<file path="src/rtl/itch_book_cmd_sched_if.sv">
// Decoder-side capture inputs and book-side command handshake for itch_book_cmd_sched.
// The slave side is the scheduler; the master side is whoever drives decoders and book.
interface itch_book_cmd_sched_if;
   logic        addValid;
   logic [15:0] addLocate;
   logic [63:0] addRefNum;
   logic        addBuySell;
   logic [31:0] addShares;
   logic [31:0] addPrice;

   logic        delValid;
   logic [15:0] delLocate;
   logic [63:0] delRefNum;

   logic        execValid;
   logic [15:0] execLocate;
   logic [63:0] execRefNum;
   logic [31:0] execShares;

   logic        opValid;
   logic        opReady;
   logic [1:0]  opCode;
   logic [15:0] opLocate;
   logic [63:0] opRefNum;
   logic        opBuySell;
   logic [31:0] opShares;
   logic [31:0] opPrice;

   modport master (
      output addValid, addLocate, addRefNum, addBuySell, addShares, addPrice,
      output delValid, delLocate, delRefNum,
      output execValid, execLocate, execRefNum, execShares,
      output opReady,
      input  opValid, opCode, opLocate, opRefNum, opBuySell, opShares, opPrice
   );

   modport slave (
      input  addValid, addLocate, addRefNum, addBuySell, addShares, addPrice,
      input  delValid, delLocate, delRefNum,
      input  execValid, execLocate, execRefNum, execShares,
      input  opReady,
      output opValid, opCode, opLocate, opRefNum, opBuySell, opShares, opPrice
   );
endinterface

</file>
<file path="src/rtl/itch_book_cmd_sched.sv">
// Holds decoded ITCH add/delete/execute messages per source and serialises them
// oldest-first into a first-word fall-through command FIFO toward the order book.
module itch_book_cmd_sched #(
   parameter int FIFO_DEPTH = 16,
   parameter int HIGH_WATER = 12
) (
   input  logic                        clk,
   input  logic                        rst,
   itch_book_cmd_sched_if.slave        cmdIf,
   output logic [$clog2(FIFO_DEPTH):0] fifoLevel,
   output logic                        fifoHighWater,
   output logic [15:0]                 dropCnt
);
   localparam int AW   = $clog2(FIFO_DEPTH);
   localparam int LW   = AW + 1;
   localparam int NSRC = 3;
   localparam logic [1:0] OP_ADD  = 2'b00;
   localparam logic [1:0] OP_DEL  = 2'b01;
   localparam logic [1:0] OP_EXEC = 2'b10;

   typedef struct packed {
      logic [1:0]  code;
      logic [15:0] locate;
      logic [63:0] refNum;
      logic        buySell;
      logic [31:0] shares;
      logic [31:0] price;
   } cmd_t;

   // Holder slots: 0 = add, 1 = exec, 2 = del; lower index wins an age tie.
   cmd_t            srcCmd  [NSRC];
   cmd_t            holdCmd [NSRC];
   logic [1:0]      holdAge [NSRC];
   logic [NSRC-1:0] srcValid;
   logic [NSRC-1:0] holdFull;
   logic [NSRC-1:0] drain;
   logic [NSRC-1:0] accept;
   logic [NSRC-1:0] drop;
   logic            anyAccept;
   logic [1:0]      selIdx;
   logic [1:0]      selAge;
   logic            selFound;
   logic            push;
   logic            pop;
   logic            fifoFull;
   logic            fifoEmpty;
   logic [AW:0]     wrPtr;
   logic [AW:0]     rdPtr;
   logic [LW-1:0]   nextLevel;
   logic [16:0]     dropSum;
   cmd_t            mem [FIFO_DEPTH];
   cmd_t            headCmd;

   always_comb begin
      srcValid  = {cmdIf.delValid, cmdIf.execValid, cmdIf.addValid};
      srcCmd[0] = '{code: OP_ADD, locate: cmdIf.addLocate, refNum: cmdIf.addRefNum,
                    buySell: cmdIf.addBuySell, shares: cmdIf.addShares, price: cmdIf.addPrice};
      srcCmd[1] = '{code: OP_EXEC, locate: cmdIf.execLocate, refNum: cmdIf.execRefNum,
                    buySell: 1'b0, shares: cmdIf.execShares, price: 32'd0};
      srcCmd[2] = '{code: OP_DEL, locate: cmdIf.delLocate, refNum: cmdIf.delRefNum,
                    buySell: 1'b0, shares: 32'd0, price: 32'd0};
   end

   always_comb begin
      selIdx   = 2'd0;
      selAge   = 2'd0;
      selFound = 1'b0;
      for (int i = 0; i < NSRC; i++) begin
         if (holdFull[i] && (!selFound || holdAge[i] > selAge)) begin
            selFound = 1'b1;
            selIdx   = 2'(i);
            selAge   = holdAge[i];
         end
      end
   end

   assign fifoEmpty = (wrPtr == rdPtr);
   assign fifoFull  = (wrPtr[AW] != rdPtr[AW]) && (wrPtr[AW-1:0] == rdPtr[AW-1:0]);
   assign pop       = !fifoEmpty && cmdIf.opReady;
   assign push      = selFound && (!fifoFull || pop);

   // A source may reload in the same cycle its old contents move into the FIFO.
   always_comb begin
      for (int i = 0; i < NSRC; i++) begin
         drain[i]  = push && (selIdx == 2'(i));
         accept[i] = srcValid[i] && (!holdFull[i] || drain[i]);
         drop[i]   = srcValid[i] && !accept[i];
      end
      anyAccept = |accept;
      dropSum   = {1'b0, dropCnt} + 17'(drop[0]) + 17'(drop[1]) + 17'(drop[2]);
   end

   always_comb begin
      case ({push, pop})
         2'b10:   nextLevel = fifoLevel + LW'(1);
         2'b01:   nextLevel = fifoLevel - LW'(1);
         default: nextLevel = fifoLevel;
      endcase
   end

   always_ff @(posedge clk or posedge rst) begin
      if (rst) begin
         holdFull <= '0;
         for (int i = 0; i < NSRC; i++) begin
            holdAge[i] <= 2'd0;
            holdCmd[i] <= '0;
         end
      end else begin
         for (int i = 0; i < NSRC; i++) begin
            if (accept[i]) begin
               holdFull[i] <= 1'b1;
               holdAge[i]  <= 2'd0;
               holdCmd[i]  <= srcCmd[i];
            end else if (drain[i]) begin
               holdFull[i] <= 1'b0;
            end else if (holdFull[i] && anyAccept && holdAge[i] != 2'd3) begin
               holdAge[i] <= holdAge[i] + 2'd1;
            end
         end
      end
   end

   always_ff @(posedge clk or posedge rst) begin
      if (rst) begin
         wrPtr         <= '0;
         rdPtr         <= '0;
         fifoLevel     <= '0;
         fifoHighWater <= 1'b0;
         dropCnt       <= 16'd0;
      end else begin
         if (push) wrPtr <= wrPtr + 1'b1;
         if (pop)  rdPtr <= rdPtr + 1'b1;
         fifoLevel     <= nextLevel;
         fifoHighWater <= (nextLevel >= LW'(HIGH_WATER));
         dropCnt       <= dropSum[16] ? 16'hFFFF : dropSum[15:0];
      end
   end

   // Storage is left unreset; the outputs are gated by occupancy instead.
   always_ff @(posedge clk) begin
      if (push) mem[wrPtr[AW-1:0]] <= holdCmd[selIdx];
   end

   assign headCmd         = mem[rdPtr[AW-1:0]];
   assign cmdIf.opValid   = !fifoEmpty;
   assign cmdIf.opCode    = fifoEmpty ? 2'd0  : headCmd.code;
   assign cmdIf.opLocate  = fifoEmpty ? 16'd0 : headCmd.locate;
   assign cmdIf.opRefNum  = fifoEmpty ? 64'd0 : headCmd.refNum;
   assign cmdIf.opBuySell = fifoEmpty ? 1'b0  : headCmd.buySell;
   assign cmdIf.opShares  = fifoEmpty ? 32'd0 : headCmd.shares;
   assign cmdIf.opPrice   = fifoEmpty ? 32'd0 : headCmd.price;
endmodule

</file>
<file path="src/flat_wrapper.sv">
// flat-port wrapper written by rule: the top's interface ports become plain ports
module itch_book_cmd_sched_flat 
#(
   parameter int FIFO_DEPTH = 16,
   parameter int HIGH_WATER = 12
)
  (clk, rst, fifoLevel, fifoHighWater, dropCnt, cmdIf_addValid, cmdIf_addLocate, cmdIf_addRefNum, cmdIf_addBuySell, cmdIf_addShares, cmdIf_addPrice, cmdIf_delValid, cmdIf_delLocate, cmdIf_delRefNum, cmdIf_execValid, cmdIf_execLocate, cmdIf_execRefNum, cmdIf_execShares, cmdIf_opReady, cmdIf_opValid, cmdIf_opCode, cmdIf_opLocate, cmdIf_opRefNum, cmdIf_opBuySell, cmdIf_opShares, cmdIf_opPrice);
  itch_book_cmd_sched_if cmdIf_i ();
  input  logic clk;
  input  logic rst;
  output logic [$clog2(FIFO_DEPTH):0] fifoLevel;
  output logic fifoHighWater;
  output logic [15:0] dropCnt;
  input wire logic [$bits(cmdIf_i.addValid)-1:0] cmdIf_addValid;
  input wire logic [$bits(cmdIf_i.addLocate)-1:0] cmdIf_addLocate;
  input wire logic [$bits(cmdIf_i.addRefNum)-1:0] cmdIf_addRefNum;
  input wire logic [$bits(cmdIf_i.addBuySell)-1:0] cmdIf_addBuySell;
  input wire logic [$bits(cmdIf_i.addShares)-1:0] cmdIf_addShares;
  input wire logic [$bits(cmdIf_i.addPrice)-1:0] cmdIf_addPrice;
  input wire logic [$bits(cmdIf_i.delValid)-1:0] cmdIf_delValid;
  input wire logic [$bits(cmdIf_i.delLocate)-1:0] cmdIf_delLocate;
  input wire logic [$bits(cmdIf_i.delRefNum)-1:0] cmdIf_delRefNum;
  input wire logic [$bits(cmdIf_i.execValid)-1:0] cmdIf_execValid;
  input wire logic [$bits(cmdIf_i.execLocate)-1:0] cmdIf_execLocate;
  input wire logic [$bits(cmdIf_i.execRefNum)-1:0] cmdIf_execRefNum;
  input wire logic [$bits(cmdIf_i.execShares)-1:0] cmdIf_execShares;
  input wire logic [$bits(cmdIf_i.opReady)-1:0] cmdIf_opReady;
  output wire logic [$bits(cmdIf_i.opValid)-1:0] cmdIf_opValid;
  output wire logic [$bits(cmdIf_i.opCode)-1:0] cmdIf_opCode;
  output wire logic [$bits(cmdIf_i.opLocate)-1:0] cmdIf_opLocate;
  output wire logic [$bits(cmdIf_i.opRefNum)-1:0] cmdIf_opRefNum;
  output wire logic [$bits(cmdIf_i.opBuySell)-1:0] cmdIf_opBuySell;
  output wire logic [$bits(cmdIf_i.opShares)-1:0] cmdIf_opShares;
  output wire logic [$bits(cmdIf_i.opPrice)-1:0] cmdIf_opPrice;
  assign cmdIf_i.addValid = cmdIf_addValid;
  assign cmdIf_i.addLocate = cmdIf_addLocate;
  assign cmdIf_i.addRefNum = cmdIf_addRefNum;
  assign cmdIf_i.addBuySell = cmdIf_addBuySell;
  assign cmdIf_i.addShares = cmdIf_addShares;
  assign cmdIf_i.addPrice = cmdIf_addPrice;
  assign cmdIf_i.delValid = cmdIf_delValid;
  assign cmdIf_i.delLocate = cmdIf_delLocate;
  assign cmdIf_i.delRefNum = cmdIf_delRefNum;
  assign cmdIf_i.execValid = cmdIf_execValid;
  assign cmdIf_i.execLocate = cmdIf_execLocate;
  assign cmdIf_i.execRefNum = cmdIf_execRefNum;
  assign cmdIf_i.execShares = cmdIf_execShares;
  assign cmdIf_i.opReady = cmdIf_opReady;
  assign cmdIf_opValid = cmdIf_i.opValid;
  assign cmdIf_opCode = cmdIf_i.opCode;
  assign cmdIf_opLocate = cmdIf_i.opLocate;
  assign cmdIf_opRefNum = cmdIf_i.opRefNum;
  assign cmdIf_opBuySell = cmdIf_i.opBuySell;
  assign cmdIf_opShares = cmdIf_i.opShares;
  assign cmdIf_opPrice = cmdIf_i.opPrice;
  itch_book_cmd_sched #(.FIFO_DEPTH(FIFO_DEPTH), .HIGH_WATER(HIGH_WATER)) u_core (.clk(clk), .rst(rst), .cmdIf(cmdIf_i), .fifoLevel(fifoLevel), .fifoHighWater(fifoHighWater), .dropCnt(dropCnt));
endmodule
</file>
<file path="config.mk">
export PLATFORM = sky130hd
export DESIGN_NAME = itch_book_cmd_sched_flat
export DESIGN_NICKNAME = d
export VERILOG_FILES = /design/src/rtl/itch_book_cmd_sched_if.sv /design/src/rtl/itch_book_cmd_sched.sv /design/src/flat_wrapper.sv
export SDC_FILE = /design/constraint.sdc
export NUM_CORES = 2
export LEC_CHECK = 0
export BUFFER_PORTS_ARGS = -buffer_cell sky130_fd_sc_hd__buf_2
export CAP_MARGIN = 20
export CORE_AREA = 10 10 482 484
export CTS_BUF_LIST = sky130_fd_sc_hd__clkbuf_16
export DETAILED_ROUTE_END_ITERATION = 7
export DIE_AREA = 0 0 492 494
export SETUP_SLACK_MARGIN = 0.05
export SLEW_MARGIN = 40
export SYNTH_ARGS = -nofsm -noshare
export SYNTH_HDL_FRONTEND = slang
export SYNTH_SLANG_ARGS = --single-unit
</file>
<file path="constraint.sdc">
create_clock -name clk -period 23.1 [get_ports clk]
set_input_delay 1.155 -clock clk [delete_from_list [all_inputs] [get_ports clk]]
set_output_delay 1.155 -clock clk [all_outputs]
set_load 0.05 [all_outputs]
</file>
==> impl_metrics.csv <==
group,metric,value,unit
outcome,status,"finished clean",
sta,hold_violations,0,
sta,finalCriticalPeriod,6.88,ns
drt,drt-total-wl,274,mm
setup_path,critPathLaunchType,"flop",
grt,grt_pass1_vias,54058,
finish,syn_to_final_growth,16.1,%
setup_path,path_class,"reg -> reg",
drt,drc,0,
drt,detail-route-antenna-nets,0,
sta,slew_violations,0,
grt,grt_overflow,0,
grt,grt_max_degree,103,
setup_path,crit_buf_inv,2,
sta,setup_violations,0,
floorplan,initial_core_util,47.8,%
sta,rsz0062_at_grt,"false",
setup_path,cpPeakStageDelay,0.72,ns
floorplan,fp.dieH,494,um
finish,layout-drive-gt1-share,38.8,%
clock_tree,htreeDepth,5,
clock_tree,cts_setup_buffers,0,
drt,dr.pass1.iters,5,
clock_tree,clk_pin_slew,0.06,ns
clock_tree,clock_latency,0.91,ns
clock_tree,root_buffer,"clkbuf_16",
grt,grt_pass1_wl,394,mm
sta,worstMarginPinSlew,0.863,ns
finish,final_nets,5947,
sta,fin_crit_sh,29.8,%
clock_tree,tritoncts,"done",
setup_path,path_max_fanout,58,
finish,final_core_util,55.5,%
floorplan,core_region_area,222000,um2
clock_tree,clock_sinks,2732,
sta,setup_slack,16.22,ns
grt,grt_usage,22.2,%
logic_synthesis,synthCells,4893,
setup_path,crit_top_cell,"ha_1",
drt,drtIter0Drc,4565,
sta,tns,0,ns
sta,relSlewSlack,42.4,%
floorplan,die_w,492,um
setup_path,endpoint_kind,"flop",
logic_synthesis,ys_seq_area_share,75.5,%
clock_tree,cts_resized,0,
placement,hpwlAfterDp,150,mm
logic_synthesis,netlist_area,106000,um2
logic_synthesis,ys_ff_latch,2732,
clock_tree,hold_buffers,0,
sta,skew,0.0484,ns
setup_path,cpLargestDelayFamily,"simple AND/OR/NAND/NOR gates",
floorplan,dieArea,243000,um2
logic_synthesis,yosysUniqueCellTypes,40,
setup_path,critPathRequiredTime,23.90,ns
placement,io_buffer_count,512,
logic_synthesis,avgSynthCellArea,21.7,um2
grt,antenna_found_initial,30,
sta,fmax,0.145,GHz
placement,dp_slack,15.91,ns
setup_path,cp_cell_sequence,"nand2_1 > ha_1 > nor2b_1 > o21ai_0 > nand2b_4 > buf_6 > o21ai_0 > ha_1 > o211ai_1 > o311a_2 > buf_4 > a211oi_2 > nand2b_1 > nor2_1 > fa_1 > ha_1 > fa_1 > and4_1 > and3_1 > nand4_1 > mux2_2",
run,cap_violations,0,
floorplan,io_pins,513,
logic_synthesis,syn-num-nets,5257,
placement,gp_congestion,0.758,
setup_path,slowest_stage,"nand2b_4",
floorplan,num_rows,173,
clock_tree,cts_inserted_buffers,302,
clock_tree,cts_buffer_depth,4,
drt,wl_per_cell,31.1,um
drt,via_count,52065,
drt,viasPerCell,5.93,
logic_synthesis,yosys_warnings,0,
min_path,hold_path_class,"in -> async",
setup_path,worstPathArrival,7.68,ns
[area by class of cell]
cell class / count / area (um2)
Clock buffer: 312 / 7810
Tap cell: 2975 / 3720
Multi-Input combinational cell: 1863 / 25200
Timing Repair Buffer: 665 / 4510
Inverter: 19 / 78.8
Clock inverter: 210 / 1700
Fill cell: 16642 / 98600
Sequential cell: 2732 / 80200
Antenna cell: 10 / 25.0
[stage by stage]
| stage | instance area (um2) | instances | hold WS [ns] |
|---|---|---|---|
| after floorplan | 106000 | 4893 | 0.425 |
| after global placement | 113000 | 8228 | 0.441 |
| final | 123000 | 8786 | 0.236 |
| after global routing | 123000 | 8781 | 0.210 |
| after detailed placement | 114000 | 8252 | 0.444 |
| after CTS | 123000 | 8774 | 0.180 |
[state kept, by name, summed over array words and instances, names as in the netlist]
| name | flops |
|---|---|
| u_core.holdFull | 3 |
| u_core.fifoLevel | 5 |
| u_core.mem | 2352 |
| u_core.fifoHighWater | 1 |
| u_core.rdPtr | 5 |
| u_core.wrPtr | 5 |
| u_core.dropCnt | 16 |
| u_core.holdCmd | 339 |
| u_core.holdAge | 6 |
[routing by layer]
metal / share of wire (%) / vias to the layer above / wire, um / GRT usage, %
met5: 0.047 / - / 128 / 0
met4: 2.8 / 20 / 7560 / 6.34
met3: 7.4 / 439 / 20300 / 4.97
met2: 47 / 1869 / 130000 / 34.8
met1: 42 / 28313 / 116000 / 31.6
li1: - / 21424 / - / -
[path summary, 6_finish.rpt]
path                       slack [ns]                  end           startpoint  cells after the start
setup / recovery                16.22   u_core.dropCnt[14]   u_core.holdFull[0]                     21
hold / removal                   0.24  u_core.holdCmd[284]                  rst                      2
setup reg to reg                16.22   u_core.dropCnt[14]   u_core.holdFull[0]                     21
hold reg to reg                  0.46  u_core.holdCmd[293]  u_core.holdCmd[293]                      1
max in group asynchronous       21.21   u_core.holdCmd[73]                  rst                      4
min in group clk                 0.46  u_core.holdCmd[123]  cmdIf_delRefNum[58]                      2
[worst register-to-register path: cells and delay by family, from the launching register on]
family | cells | cell delay, ns
multiplexers | 1 | 0.33
AO/OA/AOI/OAI | 5 | 0.99
adder cells (fa/ha/maj) | 5 | 1.87
flip-flops | 1 | 0.47
buffers and inverters | 2 | 1.15
AND/OR/NAND/NOR | 8 | 1.98
[logic make-up after synthesis]
kind of cell / after synthesis / share of synthesized area (%)
AOI/OAI and AO/OA: 143 / 0.822
xor gates and xnor gates: 24 / 0.198
adders and majority gates: 21 / 0.269
buffers and inverters: 298 / 1.25
DFF: 2732 / 75.5
muxes: 1083 / 19.3
and+or+nand+nor: 592 / 2.65
[cells in the mapped netlist]
cell type	count	area, um2
o211a_1	1	10.0
a31oi_1	81	507
or3_1	3	18.8
nor2_1	102	383
nand4_1	4	25.0
o21ai_0	11	55.1
ha_1	18	225
fa_1	3	60.1
a211oi_2	3	37.5
mux2i_1	7	70.1
o311a_1	1	10.0
dfrtp_1	380	9510
nor3_1	5	25.0
inv_1	19	71.3
mux4_2	735	16600
xnor2_1	13	114
and3_1	38	238
and4_1	2	17.5
mux2_2	338	3810
nand3_1	8	40.0
nor4b_1	1	8.76
a211o_1	2	17.5
a21o_1	2	15.0
buf_1	12	45.0
xor2_1	11	96.3
buf_2	78	390
nor4_4	1	21.3
mux2_1	3	33.8
buf_4	30	225
o31a_1	1	8.76
o21ai_2	1	8.76
nand2b_1	13	81.3
a21oi_1	38	190
nor2b_1	152	951
clkbuf_1	159	597
edfxtp_1	2352	70600
o211ai_1	1	7.51
and2_1	5	31.3
o21ai_1	1	5.00
nand2_1	258	968
[cell usage in the layout, fill, tap and decap left out, types with 7 or more instances in the layout]
master,instances
inv_1,88
ha_1,18
buf_12,23
clkbuf_16,312
diode_2,10
mux4_2,735
buf_16,18
clkinvlp_4,8
clkinv_2,47
bufinv_16,30
mux2i_1,7
clkinv_1,49
buf_6,35
nor2_1,91
nor2b_1,151
and3_1,38
nand2_1,258
o21ai_0,11
nor2_4,11
mux2_2,338
nand3_1,8
buf_2,512
dfrtp_1,376
a21oi_1,13
a21oi_2,24
edfxtp_1,2352
xor2_1,11
xnor2_1,13
a31oi_2,47
a31oi_1,31
buf_4,74
nand2b_1,11
Power is left out: the tool's default activity adds up to more than one toggle a clock period on the data nets, which glitch-free logic cannot reach.
